<file path="src/rtl/matmul_pkg.sv">
// rtl/matmul_pkg.sv - shared types and defaults for the Strassen matmul loader and core
package matmul_pkg;

  localparam int BIT_PREC_DEFAULT = 8;
  localparam int N_DEFAULT        = 2;
  localparam int FRAME            = 2 * N_DEFAULT * N_DEFAULT;

  typedef enum logic [1:0] {
    IDLE,
    LOAD,
    FIRE,
    WAIT
  } loader_state_t;

  typedef enum logic [1:0] {
    CORE_IDLE,
    CORE_STAGE1,
    CORE_STAGE2,
    CORE_DONE
  } core_state_t;

  // Elements per frame: the A matrix followed by the B matrix.
  function automatic int frame_len(input int n);
    return 2 * n * n;
  endfunction

endpackage

</file>
<file path="src/rtl/matmul_operand_loader.sv">
// rtl/matmul_operand_loader.sv - assembles A/B operand matrices from a stream and fires the core
module matmul_operand_loader
  import matmul_pkg::*;
#(
  parameter int BIT_PREC = BIT_PREC_DEFAULT,
  parameter int N        = N_DEFAULT
) (
  input  logic                                      clk,
  input  logic                                      rst,
  input  logic                                      s_valid,
  output logic                                      s_ready,
  input  logic signed [BIT_PREC-1:0]                s_data,
  input  logic                                      s_last,
  output logic signed [N-1:0][N-1:0][BIT_PREC-1:0]  A,
  output logic signed [N-1:0][N-1:0][BIT_PREC-1:0]  B,
  output logic                                      start,
  input  logic                                      mm_valid,
  output logic                                      busy,
  output logic                                      frame_err
);

  localparam int NN        = N * N;
  localparam int FRAME_LEN = frame_len(N);
  localparam int CW        = $clog2(FRAME_LEN);

  loader_state_t  state;
  logic [CW-1:0]  count;
  logic           xfer;
  logic           last_slot;

  // Only LOAD accepts data; FIRE/WAIT back-pressure the stream so A/B stay put for the core.
  assign s_ready   = (state == LOAD);
  assign xfer      = s_valid && s_ready;
  assign last_slot = (count == CW'(FRAME_LEN - 1));

  // Loader FSM: element capture, frame checking, start pulse and busy tracking.
  always_ff @(posedge clk or posedge rst) begin
    if (rst) begin
      state     <= IDLE;
      count     <= '0;
      A         <= '0;
      B         <= '0;
      start     <= 1'b0;
      busy      <= 1'b0;
      frame_err <= 1'b0;
    end else begin
      start     <= 1'b0;
      frame_err <= 1'b0;
      unique case (state)
        IDLE: begin
          state <= LOAD;
        end
        LOAD: begin
          if (xfer) begin
            // Row-major placement: first N*N elements fill A, the next N*N fill B.
            for (int r = 0; r < N; r++) begin
              for (int c = 0; c < N; c++) begin
                if (count == CW'(r * N + c)) A[r][c] <= s_data;
                if (count == CW'(NN + r * N + c)) B[r][c] <= s_data;
              end
            end
            if (s_last && last_slot) begin
              count <= '0;
              state <= FIRE;
              start <= 1'b1;
              busy  <= 1'b1;
            end else if (s_last || last_slot) begin
              // s_last early or missing: drop the frame and resynchronise on the next element.
              count     <= '0;
              frame_err <= 1'b1;
            end else begin
              count <= count + 1'b1;
            end
          end
        end
        FIRE: begin
          state <= WAIT;
        end
        WAIT: begin
          if (mm_valid) begin
            busy  <= 1'b0;
            state <= LOAD;
          end
        end
        default: begin
          state <= IDLE;
        end
      endcase
    end
  end

endmodule

</file>
<file path="config.mk">
export PLATFORM = sky130hd
export DESIGN_NAME = matmul_operand_loader
export DESIGN_NICKNAME = d
export VERILOG_FILES = /design/src/rtl/matmul_pkg.sv /design/src/rtl/matmul_operand_loader.sv
export SDC_FILE = /design/constraint.sdc
export NUM_CORES = 1
export LEC_CHECK = 0
export CORE_ASPECT_RATIO = 0.8
export CORE_MARGIN = 3
export CORE_UTILIZATION = 44
export DETAILED_ROUTE_END_ITERATION = 10
export GPL_TIMING_DRIVEN = 0
export PLACE_DENSITY_LB_ADDON = 0.08
export SLEW_MARGIN = 15
export SYNTH_ARGS = -nofsm -noshare
export SYNTH_HDL_FRONTEND = slang
export SYNTH_SLANG_ARGS = --single-unit
</file>
<file path="constraint.sdc">
create_clock -name clk -period 2.25 [get_ports clk]
set_input_delay 0.3375 -clock clk [delete_from_list [all_inputs] [get_ports clk]]
set_output_delay 0.3375 -clock clk [all_outputs]
set_load 0.03 [all_outputs]
</file>
# Yosys cells after proc, flatten, opt, wreduce, memory -nomap -nowiden
# Cells that the tools add are included.
# classes
n_addsub	1
n_eq_ne	13
muxes	17
n_reduce_logical	17
# op_table
cell	count
AND reduction 3 bit	9
equality test 3 bit (second input constant)	4
two-way mux 1 bit	10
one-hot mux 2 bit (4 select lines)	1
equality test 3 x 2 -> 1 bit (second input constant)	2
two-way mux 2 bit	3
two-way mux 3 bit	2
equality test 2 bit (second input constant)	2
!= test 2 x 1 -> 1 bit (second input constant)	2
AND reduction 4 bit	1
adder 3 x 1 -> 3 bit (second input constant)	1
equality test 3 x 1 -> 1 bit (second input constant)	1
logical NOT 3 bit	1
equality test 2 x 1 -> 1 bit (second input constant)	1
logical AND 1 bit	2
logical NOT 2 bit	1
!= test 2 bit (second input constant)	1
one-hot mux 1 bit (2 select lines)	1
AND reduction 2 bit	1
nonzero test 2 bit	1
logical OR 1 bit	1
# totals
ff_bits	72
input_bits	13
out_inout_bits	68
word_cells	61

# Longest topological paths before layout
# depth
ltp_word	6
depth_mapped	6
depth_no_buf	6

# Worst setup path before layout
# OpenSTA, ideal clock, no wires.
# synth_timing
path_kind	register to register
from	register state[1]
to	register A[10] (netlist name)
setup_ns	0.125
arrival_ns	1.637
t_required_ns	2.125
path_slack_ns	0.488
stages_incl_launch_ff	7
n_path_buf	1
period_less_slack_ns	1.762
cell_sequence	dfrtp_1 -> inv_1 -> ha_1 -> and3b_1 -> buf_6 -> nand2_8 -> mux2_4
# synth_between
elab_chain_len	3
# synth_lines
element	line	rtl
from (decl)	matmul_operand_loader.sv:26	loader_state_t state;
from (signal assigned)	matmul_operand_loader.sv:39	state <= IDLE;
from (signal assigned)	matmul_operand_loader.sv:51	state <= LOAD;
from (signal assigned)	matmul_operand_loader.sv:64	state <= FIRE;
equality test 2 x 1 -> 1 bit *	matmul_operand_loader.sv:32	assign s_ready = (state == LOAD);
via s_ready	matmul_operand_loader.sv:11	output logic s_ready,
logical AND 1 bit	matmul_operand_loader.sv:33	assign xfer = s_valid && s_ready;
AND reduction 3 bit (no source line) *	--	
to (signal, indexed assignment)	matmul_operand_loader.sv:58	if (count == CW'(r * N + c)) A[r][c] <= s_data;
to (decl)	matmul_operand_loader.sv:14	output logic signed [N-1:0][N-1:0][BIT_PREC-1:0] A,
# Mark *: on every way through the listed nets, which the timed path passes. The rest lies on a longest branch.
# A chain may end at the register's enable or synchronous reset.

# Final worst setup path
# layout_timing
from	register count[0]
to	register state[1]
# layout_between
elab_chain_len	4
# layout_lines
element	line	rtl
from (decl)	matmul_operand_loader.sv:27	logic [CW-1:0] count;
from (signal assigned)	matmul_operand_loader.sv:72	count <= count + 1'b1;
equality test 3 bit	matmul_operand_loader.sv:34	assign last_slot = (count == CW'(FRAME_LEN - 1));
logical AND 1 bit	matmul_operand_loader.sv:62	if (s_last && last_slot) begin
!= test 2 x 1 -> 1 bit (no source line)	--	
AND reduction 3 bit (no source line)	--	
to (signal assigned)	matmul_operand_loader.sv:39	
to (signal assigned)	matmul_operand_loader.sv:64	
to (signal assigned)	matmul_operand_loader.sv:77	state <= WAIT;
# No other way between the ends.

==> flow_summary_export.csv <==
group,metric,value,unit
worst_setup_path,crit_path_start,"count[0]",
place,dp.final_hpwl,4.65,mm
worst_setup_path,crit_required,2.51,ns
clock_network,clkLatencyLatePin,0.34,ns
logic_synthesis,synth_area,3080,um2
die,core-area,6600,um2
timing,slew_viol_final,0,
timing,maxSlewHeadroom,74.1,%
job,maxCapViolCount,0,
finish,n_fill_cell,506,
clock_network,cts_buffers,9,
timing,fin_skew,0.00304,ns
routing,vias_per_cell,5.06,
logic_synthesis,yosysWarnings,0,
timing,final_hold_viol_count,0,
global_routing,grt_usage,17.8,%
logic_synthesis,syn-num-nets,212,
routing,routed_wl,6.54,mm
routing,routedWlPerCell,17.8,um
timing,min_period,1.83,ns
clock_network,clockRootBuffer,"clkbuf_8",
clock_network,clock-sinks,72,
logic_synthesis,yosysSeqAreaShare,58.4,%
pwr,p_per_area,1360,nW/um2
timing,setup_tns,0,ns
pwr,worst_ir_drop_vdd,0.000637,V
logic_synthesis,ys_ff_latch,72,
clock_network,post_cts_buffers,0,
worst_setup_path,cp-end-kind,"register",
timing,fmax,547,MHz
die,fp.dieW,99.6,um
finish,stdcell_area,4270,um2
logic_synthesis,yosysUniqueCellTypes,20,
routing,post-route-drc-count,0,
finish,fin_nets,304,
logic_synthesis,syn_inst,187,
global_routing,grt_overflow,0,
global_routing,grt_max_degree,45,
worst_setup_path,max_stage_delay,0.43,ns
finish,final_layout_size_suffix_gt1_share,32.4,%
pwr,total_leakage_power,2.08,nW
timing,period_share,81.2,%
clock_network,clockBufferDepth,2,
routing,first_pass_iters,4,
worst_setup_path,worst_r2r_startpoint,"count[0]",
die,start_util,46.7,%
die,die_area,8060,um2
global_routing,grt_first_pass_wirelength,10.8,mm
clock_network,path_clk_slew,0.07,ns
worst_setup_path,cpMaxStageDelayCell,"dfrtp_1",
worst_setup_path,r2r-end,"state[1]",
global_routing,antenna_found_initial,0,
clock_network,htreeDepth,3,
worst_setup_path,path_cells,"ha_1 -> ha_1 -> ha_1 -> nand2_1 -> a21oi_1 -> mux2i_1",
timing,holdWs,0.339,ns
place,place_area,4020,um2
finish,n_antenna_cell,0,
finish,final_util,64.6,%
finish,area_delta_synth_final,38.4,%
timing,setup_viol,0,
hold_path,hold_class,"primary input to async pin",
worst_setup_path,cp.arrival,2.09,ns
die,ios,81,
worst_setup_path,crit_end,"state[1]",
global_routing,first_global_vias,2015,
status,run_status,"complete, no violations",
routing,drtAntennaViolNets,0,
worst_setup_path,start_kind,"register",
die,num_rows,26,
routing,drtIter0Drc,32,
worst_setup_path,rrSetupSlack,0.42,ns
timing,tightestPinTransition,0.388,ns
worst_setup_path,cpMostUsedCell,"ha_1",
logic_synthesis,avgSynthCellArea,16.5,um2
timing,rsz0062_at_grt,"no",
worst_setup_path,critical_path_class,"register to register",
place,port_buffers,80,
place,place.gp.congestion,0.759,
worst_setup_path,crit_path_max_fanout,5,
die,die_height,80.9,um
worst_setup_path,rr_worst_depth,6,
routing,via_count,1861,
pwr,power,5.79,mW
clock_network,cts_tree,"built",
## Yosys cell counts, drive strengths merged
library cell  number  area, um2
a21oi              2       10.0
a22o               4       35.0
a31oi              1       6.26
and2               1       6.26
and3               2       12.5
and3b              1       8.76
buf                3       33.8
dfrtp             72       1800
ha                12        150
inv                9       33.8
mux2              64        811
mux2i              2       20.0
nand2              8       83.8
nand3              3       52.6
nor2b              1       6.26
nor3               1       5.00
nor3b              1       7.51
## area by class of cell
cell class              instances  area [um2]  share of cell area [%]
clock inverters                 5         104                    2.43
clock buffers                  11         141                    3.31
well taps                      84         105                    2.46
repair buffers                 81         831                    19.5
multi-input cells             103        1210                    28.5
plain buffers                   3        33.8                   0.792
inverters                       9        36.3                   0.850
flip-flops and latches         72        1800                    42.2
## how the worst min path moves through the flow
| stage | from | endpoint | depth (start not counted) |
|---|---|---|---|
| 4_1_cts | rst | B[13] | 2 |
| 3_3_place_gp | B[20] | B[20] | 1 |
| 3_5_place_dp | B[18] | B[18] | 1 |
| 2_1_floorplan | s_data[0] | A[0] | 1 |
| 5_1_grt | rst | B[7] | 2 |
| 6_report | rst | state[1] | 2 |
## flip-flops by register name, summed over array words and instances, names as in the netlist
| name | count |
|---|---|
| busy | 1 |
| state | 2 |
| B | 32 |
| A | 32 |
| count | 3 |
| start | 1 |
| frame_err | 1 |
## metrics by stage
step | cells | setup slack, ns
detailed placement | 352 | 0.330
finish | 368 | 0.423
global placement | 351 | -1.12
global route | 368 | 0.285
CTS | 368 | 0.0491
floorplan | 187 | 0.0876
## what timing repair did
| item | 4_1_cts | 5_1_grt |
|---|---|---|
| resized for setup | 0 | 1 |
| hold endpoints to repair | 0 | 0 |
| hold buffers | 0 | 0 |
| setup endpoints to repair | 0 | 1 |
## report_power, final
part	total [mW]	leakage, nW	switching [mW]	internal [mW]
Clock	1.24	0.124	0.477	0.768
Combinational	2.59	1.00	1.34	1.25
Sequential	1.95	0.951	0.251	1.70
## metal layers
| metal | global-route usage, % | routed length (um) |
|---|---|---|
| met1 | 24.8 | 3150 |
| met2 | 26.5 | 2880 |
| met3 | 6.27 | 453 |
| met4 | 4.50 | 48 |
| met5 | 0 | 0 |
## kinds of logic after synthesis
family,Yosys count,synth area share [%]
simple gates,18,5.92
flops,72,58.4
compound gates,7,1.66
fa+ha+maj,12,4.87
buf+inv,12,2.19
mux,66,26.9
## layout by cell type, fill, tap and decap left out, types with 2 or more instances in the layout
master,instances
a21oi_1,2
buf_6,3
nand2_2,2
mux2i_1,2
nand3_4,3
nand2_8,3
nand2_1,3
dfrtp_1,72
inv_1,8
clkdlybuf4s50_1,79
and3_1,2
mux2_4,24
clkbuf_8,10
mux2_2,40
ha_1,12
a22o_1,4
bufinv_16,3
## worst max-delay path: cells and delay by family, from the launching register on
| kind | cells | cell delay (ns) |
|---|---|---|
| AOI/OAI and AO/OA | 1 | 0.28 |
| adders and majority gates | 3 | 0.72 |
| DFF | 1 | 0.43 |
| muxes | 1 | 0.23 |
| and+or+nand+nor | 1 | 0.08 |
No activity file was read; power rests on OpenSTA's default activity.
